**config.mk**
```make
export PLATFORM = sky130hd
export DESIGN_NAME = alu_arbiter
export DESIGN_NICKNAME = d
export VERILOG_FILES = /design/src/rtl/alu_arbiter.sv
export SDC_FILE = /design/constraint.sdc
export NUM_CORES = 1
export LEC_CHECK = 0
export ABC_AREA = 1
export BUFFER_PORTS_ARGS = -buffer_cell sky130_fd_sc_hd__buf_2
export CELL_PAD_IN_SITES_DETAIL_PLACEMENT = 0
export CELL_PAD_IN_SITES_GLOBAL_PLACEMENT = 1
export CORE_ASPECT_RATIO = 0.9
export CORE_MARGIN = 3
export CORE_UTILIZATION = 41
export CTS_BUF_LIST = sky130_fd_sc_hd__clkbuf_16
export CTS_CLUSTER_DIAMETER = 120
export CTS_CLUSTER_SIZE = 8
export DETAILED_ROUTE_END_ITERATION = 10
export GPL_TIMING_DRIVEN = 0
export PLACE_DENSITY_LB_ADDON = 0.1
export SYNTH_ARGS = -nofsm -noshare
export SYNTH_HDL_FRONTEND = slang
export SYNTH_SLANG_ARGS = --single-unit
```
**constraint.sdc**
```tcl
create_clock -name clk -period 3.6 [get_ports clk]
set_input_delay 0.72 -clock clk [delete_from_list [all_inputs] [get_ports clk]]
set_output_delay 0.72 -clock clk [all_outputs]
set_load 0.05 [all_outputs]
```
**src/rtl/alu_arbiter.sv**
```systemverilog
`default_nettype none
// ============================================================================
//  Module      : alu_arbiter (with alu_types_pkg and alu)
//  Description : Two-requester round-robin front end sharing one registered ALU.
//  Revision    : 1.0 - initial release
// ============================================================================

package alu_types_pkg;
    typedef logic [4:0] alu_control_t;

    localparam alu_control_t ALU_ADD  = 5'd0;
    localparam alu_control_t ALU_SUB  = 5'd1;
    localparam alu_control_t ALU_AND  = 5'd2;
    localparam alu_control_t ALU_OR   = 5'd3;
    localparam alu_control_t ALU_XOR  = 5'd4;
    localparam alu_control_t ALU_SLL  = 5'd5;
    localparam alu_control_t ALU_SRL  = 5'd6;
    localparam alu_control_t ALU_SRA  = 5'd7;
    localparam alu_control_t ALU_SLT  = 5'd8;
    localparam alu_control_t ALU_SLTU = 5'd9;
    localparam alu_control_t ALU_BEQ  = 5'd10;
    localparam alu_control_t ALU_BNE  = 5'd11;
    localparam alu_control_t ALU_BLT  = 5'd12;
    localparam alu_control_t ALU_BGE  = 5'd13;
    localparam alu_control_t ALU_BLTU = 5'd14;
    localparam alu_control_t ALU_BGEU = 5'd15;
endpackage

module alu
    import alu_types_pkg::*;
(
    input  alu_control_t ctrl_i,
    input  logic [31:0]  in1_i,
    input  logic [31:0]  in2_i,
    output logic [31:0]  result_o
);
    logic [4:0] shamt;
    logic       lt_s;
    logic       lt_u;
    logic       eq;

    assign shamt = in2_i[4:0];
    assign lt_s  = $signed(in1_i) < $signed(in2_i);
    assign lt_u  = in1_i < in2_i;
    assign eq    = in1_i == in2_i;

    always_comb begin
        result_o = 32'd0;
        case (ctrl_i)
            ALU_ADD:  result_o = in1_i + in2_i;
            ALU_SUB:  result_o = in1_i - in2_i;
            ALU_AND:  result_o = in1_i & in2_i;
            ALU_OR:   result_o = in1_i | in2_i;
            ALU_XOR:  result_o = in1_i ^ in2_i;
            ALU_SLL:  result_o = in1_i << shamt;
            ALU_SRL:  result_o = in1_i >> shamt;
            ALU_SRA:  result_o = $unsigned($signed(in1_i) >>> shamt);
            ALU_SLT:  result_o = {31'd0, lt_s};
            ALU_SLTU: result_o = {31'd0, lt_u};
            ALU_BEQ:  result_o = {31'd0, eq};
            ALU_BNE:  result_o = {31'd0, ~eq};
            ALU_BLT:  result_o = {31'd0, lt_s};
            ALU_BGE:  result_o = {31'd0, ~lt_s};
            ALU_BLTU: result_o = {31'd0, lt_u};
            ALU_BGEU: result_o = {31'd0, ~lt_u};
            default:  result_o = 32'd0;
        endcase
    end
endmodule

module alu_arbiter
    import alu_types_pkg::*;
(
    input  logic         clk,
    input  logic         rst_n,
    input  logic         req_valid_0,
    input  logic         req_valid_1,
    output logic         req_ready_0,
    output logic         req_ready_1,
    input  alu_control_t req_ctrl_0,
    input  alu_control_t req_ctrl_1,
    input  logic [31:0]  req_in1_0,
    input  logic [31:0]  req_in1_1,
    input  logic [31:0]  req_in2_0,
    input  logic [31:0]  req_in2_1,
    output logic         rsp_valid_0,
    output logic         rsp_valid_1,
    input  logic         rsp_ready_0,
    input  logic         rsp_ready_1,
    output logic [31:0]  rsp_result,
    output logic         busy
);
    localparam logic [1:0] ST_IDLE = 2'd0;
    localparam logic [1:0] ST_EXEC = 2'd1;
    localparam logic [1:0] ST_RESP = 2'd2;

    logic [1:0]   state_q,      state_d;
    logic         owner_q,      owner_d;
    logic         last_grant_q, last_grant_d;
    alu_control_t ctrl_q,       ctrl_d;
    logic [31:0]  in1_q,        in1_d;
    logic [31:0]  in2_q,        in2_d;
    logic [31:0]  result_q,     result_d;

    logic         in_idle;
    logic         in_resp;
    logic         grant_sel;
    logic         accept;
    logic         rsp_hs;
    logic [31:0]  alu_result;

    alu u_alu (
        .ctrl_i   (ctrl_q),
        .in1_i    (in1_q),
        .in2_i    (in2_q),
        .result_o (alu_result)
    );

    assign in_idle = (state_q == ST_IDLE);
    assign in_resp = (state_q == ST_RESP);

    // Contention goes to whoever did not win last; a lone requester always wins.
    assign grant_sel = (req_valid_0 && req_valid_1) ? ~last_grant_q : req_valid_1;

    // rst_n gating keeps ready low during reset even though IDLE is the reset state.
    assign req_ready_0 = rst_n && in_idle && req_valid_0 && !grant_sel;
    assign req_ready_1 = rst_n && in_idle && req_valid_1 &&  grant_sel;
    assign accept      = req_ready_0 || req_ready_1;

    assign rsp_valid_0 = in_resp && !owner_q;
    assign rsp_valid_1 = in_resp &&  owner_q;
    assign rsp_result  = in_resp ? result_q : 32'd0;
    assign busy        = !in_idle;

    assign rsp_hs = owner_q ? rsp_ready_1 : rsp_ready_0;

    always_comb begin
        state_d      = state_q;
        owner_d      = owner_q;
        last_grant_d = last_grant_q;
        ctrl_d       = ctrl_q;
        in1_d        = in1_q;
        in2_d        = in2_q;
        result_d     = result_q;
        case (state_q)
            ST_IDLE: begin
                if (accept) begin
                    owner_d      = grant_sel;
                    last_grant_d = grant_sel;
                    ctrl_d       = grant_sel ? req_ctrl_1 : req_ctrl_0;
                    in1_d        = grant_sel ? req_in1_1  : req_in1_0;
                    in2_d        = grant_sel ? req_in2_1  : req_in2_0;
                    state_d      = ST_EXEC;
                end
            end
            ST_EXEC: begin
                result_d = alu_result;
                state_d  = ST_RESP;
            end
            ST_RESP: begin
                if (rsp_hs) begin
                    state_d = ST_IDLE;
                end
            end
            default: state_d = ST_IDLE;
        endcase
    end

    always_ff @(posedge clk or negedge rst_n) begin
        if (!rst_n) begin
            state_q      <= ST_IDLE;
            owner_q      <= 1'b0;
            last_grant_q <= 1'b1;
            ctrl_q       <= '0;
            in1_q        <= 32'd0;
            in2_q        <= 32'd0;
            result_q     <= 32'd0;
        end else begin
            state_q      <= state_d;
            owner_q      <= owner_d;
            last_grant_q <= last_grant_d;
            ctrl_q       <= ctrl_d;
            in1_q        <= in1_d;
            in2_q        <= in2_d;
            result_q     <= result_d;
        end
    end
endmodule

`default_nettype wire

```
Word-level counts from Yosys, hierarchy flattened:

Index checks and enable logic that the tools add are counted.

* flip-flop bits (word level): 105
* bits of input ports: 144
* output and inout bits: 37
* word-level logic and storage cells: 69

* add/sub/neg operators: 2
* magnitude comparators: 2
* eq/ne operators: 20
* shift-type cells: 3
* multiplexer cells: 10
* bitwise logic cells: 7
* reduce and logical (&&, ||, !) cells: 18

Operators by type and width (count)
* one-hot mux 32 bit (14 select lines): 1
* 2-to-1 mux 32 bit: 3
* < comparator 32 bit: 2
* equality test 5 x 4 -> 1 bit (second input constant): 8
* adder 32 bit: 1
* AND 32 bit: 1
* equality test 32 bit: 1
* bitwise OR 32 bit: 1
* << shifter 32 x 5 -> 32 bit: 1
* >> shifter 32 x 5 -> 32 bit: 1
* >>> shifter 32 x 5 -> 32 bit: 1
* subtractor 32 bit: 1
* bitwise XOR 32 bit: 1
* equality test 5 x 3 -> 1 bit (second input constant): 4
* equality test 5 x 2 -> 1 bit (second input constant): 2
* logical AND 1 bit: 8
* one-hot mux 2 bit (3 select lines): 1
* equality test 5 x 1 -> 1 bit (second input constant): 1
* logical NOT 5 bit: 1
* 2-to-1 mux 5 bit: 1
* 2-to-1 mux 2 bit: 2
* != test 2 x 1 -> 1 bit (second input constant): 2
* NOT 1 bit: 4
* AND reduction 2 bit: 2
* 7 further kinds: 11

Depth between registers and ports, before layout:

Gate-level depths: netlist of run 1.

* depth in word-level cells: 7
* mapped depth: 22
* mapped depth without buffers: 19

By module:

A second synthesis of run 1 with hierarchy kept.

* cells, all modules: 2828
* area total of the unflattened synthesis: 15542.4 µm²

By module, submodules not included
* alu: times used 1, cells each 2099, area each 10301.1 µm², seq. area each 0.0 µm²
* alu_arbiter: times used 1, cells each 729, area each 5241.3 µm², seq. area each 2628.8 µm²

Least setup slack after synthesis of run 1:

No wires, ideal clock.

* path type: flip-flop to flip-flop
* from: reg in2_q[4]
* to: reg result_q[0]
* library setup time: 117 ps
* arrival time: 2832 ps
* setup slack: 650 ps
* stages on the path, launching flop included: 22
* buffers on the path: 4
* clock period less this slack: 2950 ps
* path through: dfrtp_1 -> clkbuf_1 -> inv_1 -> clkbuf_1 -> buf_1 -> ha_1 -> clkbuf_1 -> nor2_1 -> and2_1 -> nand2_1 -> nand2_1 -> nand2_1 -> nand2_1 -> nand2_1 -> nand2_1 -> nand2_1 -> nand2_1 -> inv_1 -> nor2_1 -> nand2_1 -> nand2_1 -> nand2_1

* cells in the longest elaborated chain, start to end: 3
* elaborated cells on any way between the ends: 10

Ends and longest elaborated chain
* from (decl): line 102 `logic [31:0] in2_q, in2_d;`
* from (signal assigned): line 184 `in2_q <= in2_d;`
* < comparator 32 bit (tied with other cells): line 44 `assign lt_u = in1_i < in2_i;`
* NOT 1 bit, on equally long branches: line 65, 61, 63
* one-hot mux 32 bit (14 select lines) *: line 49 `case (ctrl_i)`
* to (signal assigned): line 185 `result_q <= result_d;`
* to (decl): line 103 `logic [31:0] result_q, result_d;`

Mark *: on every way between the ends. The rest lies on a longest branch, timed or not.
A chain may end at the register's enable or synchronous reset.

Final worst setup path of run 1:

* from: reg in2_q[1]
* to: reg result_q[12]

* cells in the longest elaborated chain, start to end: 2
* elaborated cells on any way between the ends: 6

Ends and longest elaborated chain
* subtractor 32 bit (tied with other cells): line 51 `ALU_SUB: result_o = in1_i - in2_i;`
* one-hot mux 32 bit (14 select lines) *: line 49

Marks and branches as above.

==> results by group, run 1 <==
Yosys
  • Post-synthesis sequential area ratio: 0.178
  • Synthesized cell area: 14700 sq um
  • Yosys warns: 0
  • Library cells used by synthesis: 34
  • Largest cells by area after synthesis: nand2_1, dfrtp_1, nand3_1, ha_1, inv_1
  • Share of the synthesized area in the top cell type: 0.229
  • Synthesized netlist cell count: 2690
  • Syn_area_per_cell: 5.48 sq um
  • Synthesized flop and latch total: 105
  • Syn nets: 2941
  • Synth area leader: nand2_1

Timing
  • Unrepaired setup endpoints after global routing: true
  • Crit path time final: 3550 ps
  • Max Fclk: 282 MHz
  • Slew margin rel.: 0.223
  • Fin Clk Skew: 13.2 ps
  • Setup_tns: 0 ps
  • Part of the cycle the worst path needs: 0.986
  • Least-Margin Pin Slew: 1160 ps
  • Setup Viol. Count Final: 0
  • Slew Limit Fails: 0
  • Final hold vios: 0

Global route
  • Pin count of the biggest net entering global routing: 73
  • Initial antenna violation count: 1
  • Vias in the first global route: 17747
  • GRT overflow: 0
  • Total GRT Usage: 0.405
  • First-pass GRT wire length: 114 mm

Cells and area
  • Syn-to-layout area delta: 13.0%
  • Share of cells above drive strength 1: 0.105
  • Nets: 3135

Clocking
  • Num CTS Buffers: 9
  • CTS tree: done
  • Max H-tree Level: 3
  • # hold bufs at CTS: 0
  • Clk sink count: 105
  • Clock slew at reported path FFs: 80 ps
  • Root Driver: clkbuf_16
  • Clk_lat worst skew: 390 ps
  • CTS max path bufs: 2

Setup path
  • Crit path launch type: register
  • Setup crit end kind: register
  • Max FO, Critical Path: 12
  • CP dominant cell by count: nand2_1
  • Crit path buf inv count: 4
  • Reg2Reg Depth: 13
  • CP max-delay cell: fa_1
  • Req. time, crit path: 3880 ps
  • Critical Path Stages: 13
  • Crit path largest cell delay: 460 ps
  • Worst path cell trace: buf_4 > clkinv_2 > clkbuf_4 > buf_4 > fa_1 > o21ai_1 > nand4_1 > nand2_1 > nand2_1 > nand3_1 > nand4_1 > o21bai_1 > nand2_1
  • CP delay by family, top: simple AND/OR/NAND/NOR gates
  • Crit path kind: reg -> reg
  • Worst Path Arrival: 3830 ps

Die
  • Die H: 186 um
  • DIE AREA: 38300 sq um
  • # IOs: 181
  • FP Rows: 65
  • Initial core utilization: 0.418
  • Core area: 35300 sq um
  • Chip width: 206 um

Job
  • Max-cap violations: 0

Drt
  • WL final: 79.4 mm
  • DRC Markers: 0
  • Vias: 19706
  • 1st-pass router iterations: 6
  • First-iteration detailed-routing DRC count: 3257
  • Mean routed wirelength per cell: 23.6 um
  • Via/cell ratio: 5.86
  • Post-route ant nets: 0

Placed design
  • Post-DP HPWL: 66.1 mm
  • Routability cong.: 1.10
  • Port Buffers: 180

Status
  • Outcome: completed

Hold path
  • Hold Crit Class: in -> async
-- kinds of logic (layout without fill, tap and decap cells) --
| kind of cell | Yosys count | in the layout | synth area share |
|---|---|---|---|
| flip-flops | 105 | 105 | 0.178 |
| AO/OA/AOI/OAI | 326 | 326 | 0.127 |
| adder cells (fa/ha/maj) | 107 | 107 | 0.0918 |
| buffers and inverters | 476 | 675 | 0.125 |
| AND/OR/NAND/NOR | 1676 | 1676 | 0.477 |
| other | 0 | 3 | 0 |
-- metal layers --
metal | global-route usage | routed length (um) | vias up
met3 | 0.110 | 11100 | 206
met4 | 0.169 | 3740 | 0
li1 | - | - | 9086
met5 | 0 | 0 | -
met2 | 0.574 | 31200 | 1318
met1 | 0.577 | 33400 | 9096
-- synthesized netlist by cell type --
library cell,number
clkbuf_1,70
buf_2,44
o21a_1,2
and3_1,2
inv_2,31
clkinv_1,4
nand2_1,898
nor3_1,20
o211ai_1,33
o21ai_1,37
and2_1,10
nand3b_1,5
a21oi_1,87
dfstp_2,1
inv_1,306
nor2_2,9
or2_2,2
or2_1,4
dfrtp_1,104
nand3_1,429
nor2_1,261
a31oi_1,72
o2111ai_1,3
nand4_1,31
buf_4,2
o21bai_1,11
ha_1,105
o21ai_0,62
fa_1,2
o22ai_1,18
nand3_2,2
buf_1,19
nor4_1,3
a22o_1,1
-- state kept, by name (all words and copies together) (netlist names) --
name and cells:
in2_q 32, last_grant_q 1, result_q 32, owner_q 1
state_q 2, ctrl_q 5, in1_q 32
-- worst paths after layout --
| kind | start | endpoint | slack [ps] |
|---|---|---|---|
| setup / recovery | in2_q[1] | result_q[12] | 50 |
| hold / removal | rst_n | in1_q[8] | 330 |
| setup reg to reg | in2_q[1] | result_q[12] | 50 |
| hold reg to reg | last_grant_q | last_grant_q | 480 |
| max in group asynchronous | rst_n | last_grant_q | 2440 |
| min in group clk | last_grant_q | last_grant_q | 480 |
-- through the flow --
step	std cells	hold slack [ps]	setup slack [ps]	cell area, sq um	utilization
2_1_floorplan	2690	424	650	14700	-
3_3_place_gp	3339	453	-1360	16200	0.460
3_5_place_dp	3340	465	-793	16300	0.461
4_1_cts	3352	328	36.6	16600	0.470
5_1_grt	3358	358	-54.0	16700	0.472
6_report	3361	334	50.0	16700	0.472
-- area by class of cell --
| class | count | area, sq um |
|---|---|---|
| Inverter | 341 | 1280 |
| Timing Repair Buffer | 188 | 983 |
| Fill cell | 3983 | 18600 |
| Clock buffer | 9 | 225 |
| Tap cell | 469 | 587 |
| Buffer | 130 | 568 |
| Clock inverter | 7 | 95.1 |
| Sequential cell | 105 | 2630 |
| Antenna cell | 3 | 7.51 |
| Multi-Input combinational cell | 2109 | 10300 |
-- timing repair --
item                                    CTS  global route
setup buffers                             1             6
endpoints found under the setup margin   29            81
pin swaps                                 0             1
resized for setup                         5            13
-- cells in the final DEF (no fill, tap or decap), drive strengths merged, types with 3 or more instances in the layout --
| cell | instances |
|---|---|
| buf | 250 |
| o21bai | 11 |
| diode | 3 |
| clkbuf | 77 |
| inv | 339 |
| nor2 | 270 |
| o22ai | 18 |
| nand3 | 431 |
| o21ai | 99 |
| o2111ai | 3 |
| dfrtp | 104 |
| nand3b | 5 |
| clkinv | 7 |
| or2 | 6 |
| a31oi | 72 |
| and2 | 10 |
| ha | 105 |
| nor3 | 20 |
| a21oi | 87 |
| nor4 | 3 |
| nand4 | 31 |
| o211ai | 33 |
| nand2 | 898 |
Power of run 1 is left out: the tool's default activity adds up to more than one toggle a clock period on the data nets, which glitch-free logic cannot reach.
==> inputs of run 2 (changes only) <==
==> constraint.sdc (replaced) <==
create_clock -name clk -period 3.7 [get_ports clk]
set_input_delay 0.74 -clock clk [delete_from_list [all_inputs] [get_ports clk]]
set_output_delay 0.74 -clock clk [all_outputs]
set_load 0.05 [all_outputs]
==> run 2 against run 1 <==
Against the previous run:
- the flow now finishes with violations (negative setup slack)
- fmax decreased by 4.5%
- largest cell class unchanged
- via count grew 0.38%
- critical endpoint is now result_q[7]
- flip-flop and latch count did not move
- non-clock buffer count down 6
- worst hold slack improved by 19 ps
- clock-buffer cell count unchanged
- die area stayed put
==> results by group, run 2 (synthesis gave the netlist of run 1 again) <==
Timing
  • Max Fclk: 269 MHz
  • Final worst slack: -17.4 ps
  • Least-Margin Pin Slew: 1200 ps
  • Final hold vios: 0
  • Crit path time final: 3720 ps
  • Part of the cycle the worst path needs: 1.00
  • Unrepaired setup endpoints after global routing: false
  • Slew Limit Fails: 0
  • Setup_tns: -30.9 ps
  • Fin Clk Skew: 15.0 ps
  • Setup Viol. Count Final: 2
  • Slew margin rel.: 0.191

Clocking
  • Root Driver: clkbuf_16
  • CTS max path bufs: 2
  • Num CTS Buffers: 9
  • Clk sink count: 105
  • CTS tree: done
  • Clock slew at reported path FFs: 80 ps
  • Clk_lat worst skew: 400 ps
  • Max H-tree Level: 3

Global route
  • Pin count of the biggest net entering global routing: 73
  • Vias in the first global route: 17736
  • First-pass GRT wire length: 114 mm
  • Initial antenna violation count: 2
  • Total GRT Usage: 0.406
  • GRT overflow: 0

Placed design
  • Routability cong.: 1.10
  • Port Buffers: 180
  • Post-DP HPWL: 66.1 mm
  • Dpl cells: 3340

Drt
  • DRC Markers: 0
  • Via/cell ratio: 5.90
  • First-iteration detailed-routing DRC count: 3415
  • Vias: 19781
  • Mean routed wirelength per cell: 23.7 um
  • WL final: 79.5 mm
  • Post-route ant nets: 0
  • 1st-pass router iterations: 7

Die
  • Chip width: 206 um
  • Core area: 35300 sq um
  • Die H: 186 um
  • # IOs: 181
  • FP Rows: 65
  • DIE AREA: 38300 sq um
  • Initial core utilization: 0.418

Cells and area
  • Most common cell after layout, fill and taps aside: nand2_1
  • Biggest regs: in1_q: 32 flops, in2_q: 32 flops, result_q: 32 flops
  • Nets: 3129
  • Syn-to-layout area delta: 12.6%
  • Share of cells above drive strength 1: 0.103
  • Most frequent cells in the layout: nand2_1, nand3_1, inv_1, nor2_1, buf_2
  • Layout Cells excl Fill: 3354

Setup path
  • Reg2reg end: result_q[7]
  • CP delay by family, top: simple AND/OR/NAND/NOR gates
  • CP dominant cell by count: nand2_1
  • Req. time, crit path: 3990 ps
  • Crit path kind: reg -> reg
  • Crit path buf inv count: 5
  • Crit path largest cell delay: 520 ps
  • Crit path launch type: register
  • Max FO, Critical Path: 12
  • Reg2reg start: in2_q[1]
  • Worst path cell trace: clkbuf_4 > inv_2 > clkbuf_4 > buf_4 > ha_1 > inv_1 > nand3_1 > nand3_1 > nand2_1 > nand2_1 > nand2_1 > nand3_1 > o2111ai_1 > nor2_1 > nand2_1 > nand2_1 > nand2_1
  • R2r setup slk: -20 ps
  • Reg2Reg Depth: 17
  • CP max-delay cell: dfrtp_2
  • Worst Path Arrival: 4010 ps
  • Setup crit end kind: register
  • Critical Path Stages: 17

Hold path
  • Hold Crit Class: in -> async

Status
  • Failing checks: negative setup slack
  • Outcome: finished with violations

Job
  • Max-cap violations: 0
## run 2: cell type report
type | count | area [sq um]
plain buffers | 130 | 568
diodes | 2 | 5.00
clock buffers | 9 | 225
well taps | 469 | 587
flip-flops and latches | 105 | 2630
multi-input cells | 2109 | 10300
repair buffers | 182 | 938
fillers | 3981 | 18700
inverters | 341 | 1280
clock inverters | 7 | 95.1
## run 2: how the worst max path moves through the flow
stage / from / end
final: in2_q[1] / result_q[7]
after global routing: in2_q[1] / result_q[7]
after floorplan: in2_q[4] / result_q[0]
after detailed placement: in2_q[4] / result_q[0]
after CTS: in2_q[1] / result_q[12]
after global placement: rst_n / in1_q[0]
## run 2: stage by stage
step | setup WS (ps) | cell area (sq um) | util | hold slack [ps]
after floorplan | 750 | 14700 | - | 444
after global placement | -1280 | 16200 | 0.460 | 453
after detailed placement | -693 | 16300 | 0.461 | 465
after CTS | 18.1 | 16600 | 0.470 | 348
after global routing | 8.84 | 16600 | 0.470 | 378
final | -17.4 | 16600 | 0.470 | 353
## run 2: repair_timing
action                                  4_1_cts  5_1_grt
pin swaps                                     0        1
resized for setup                             3       15
endpoints found under the setup margin       29       77
cloned                                        0        0
hold buffers                                  0        0
setup buffers                                 1        0
## run 2: layer usage
| layer | up-vias | global-route usage | wire length (um) |
|---|---|---|---|
| li1 | 9069 | - | - |
| met5 | - | 0 | 0 |
| met2 | 1358 | 0.575 | 31300 |
| met1 | 9140 | 0.578 | 33200 |
| met4 | 0 | 0.170 | 3680 |
| met3 | 214 | 0.109 | 11400 |
Power of run 2 is left out for the same reason.
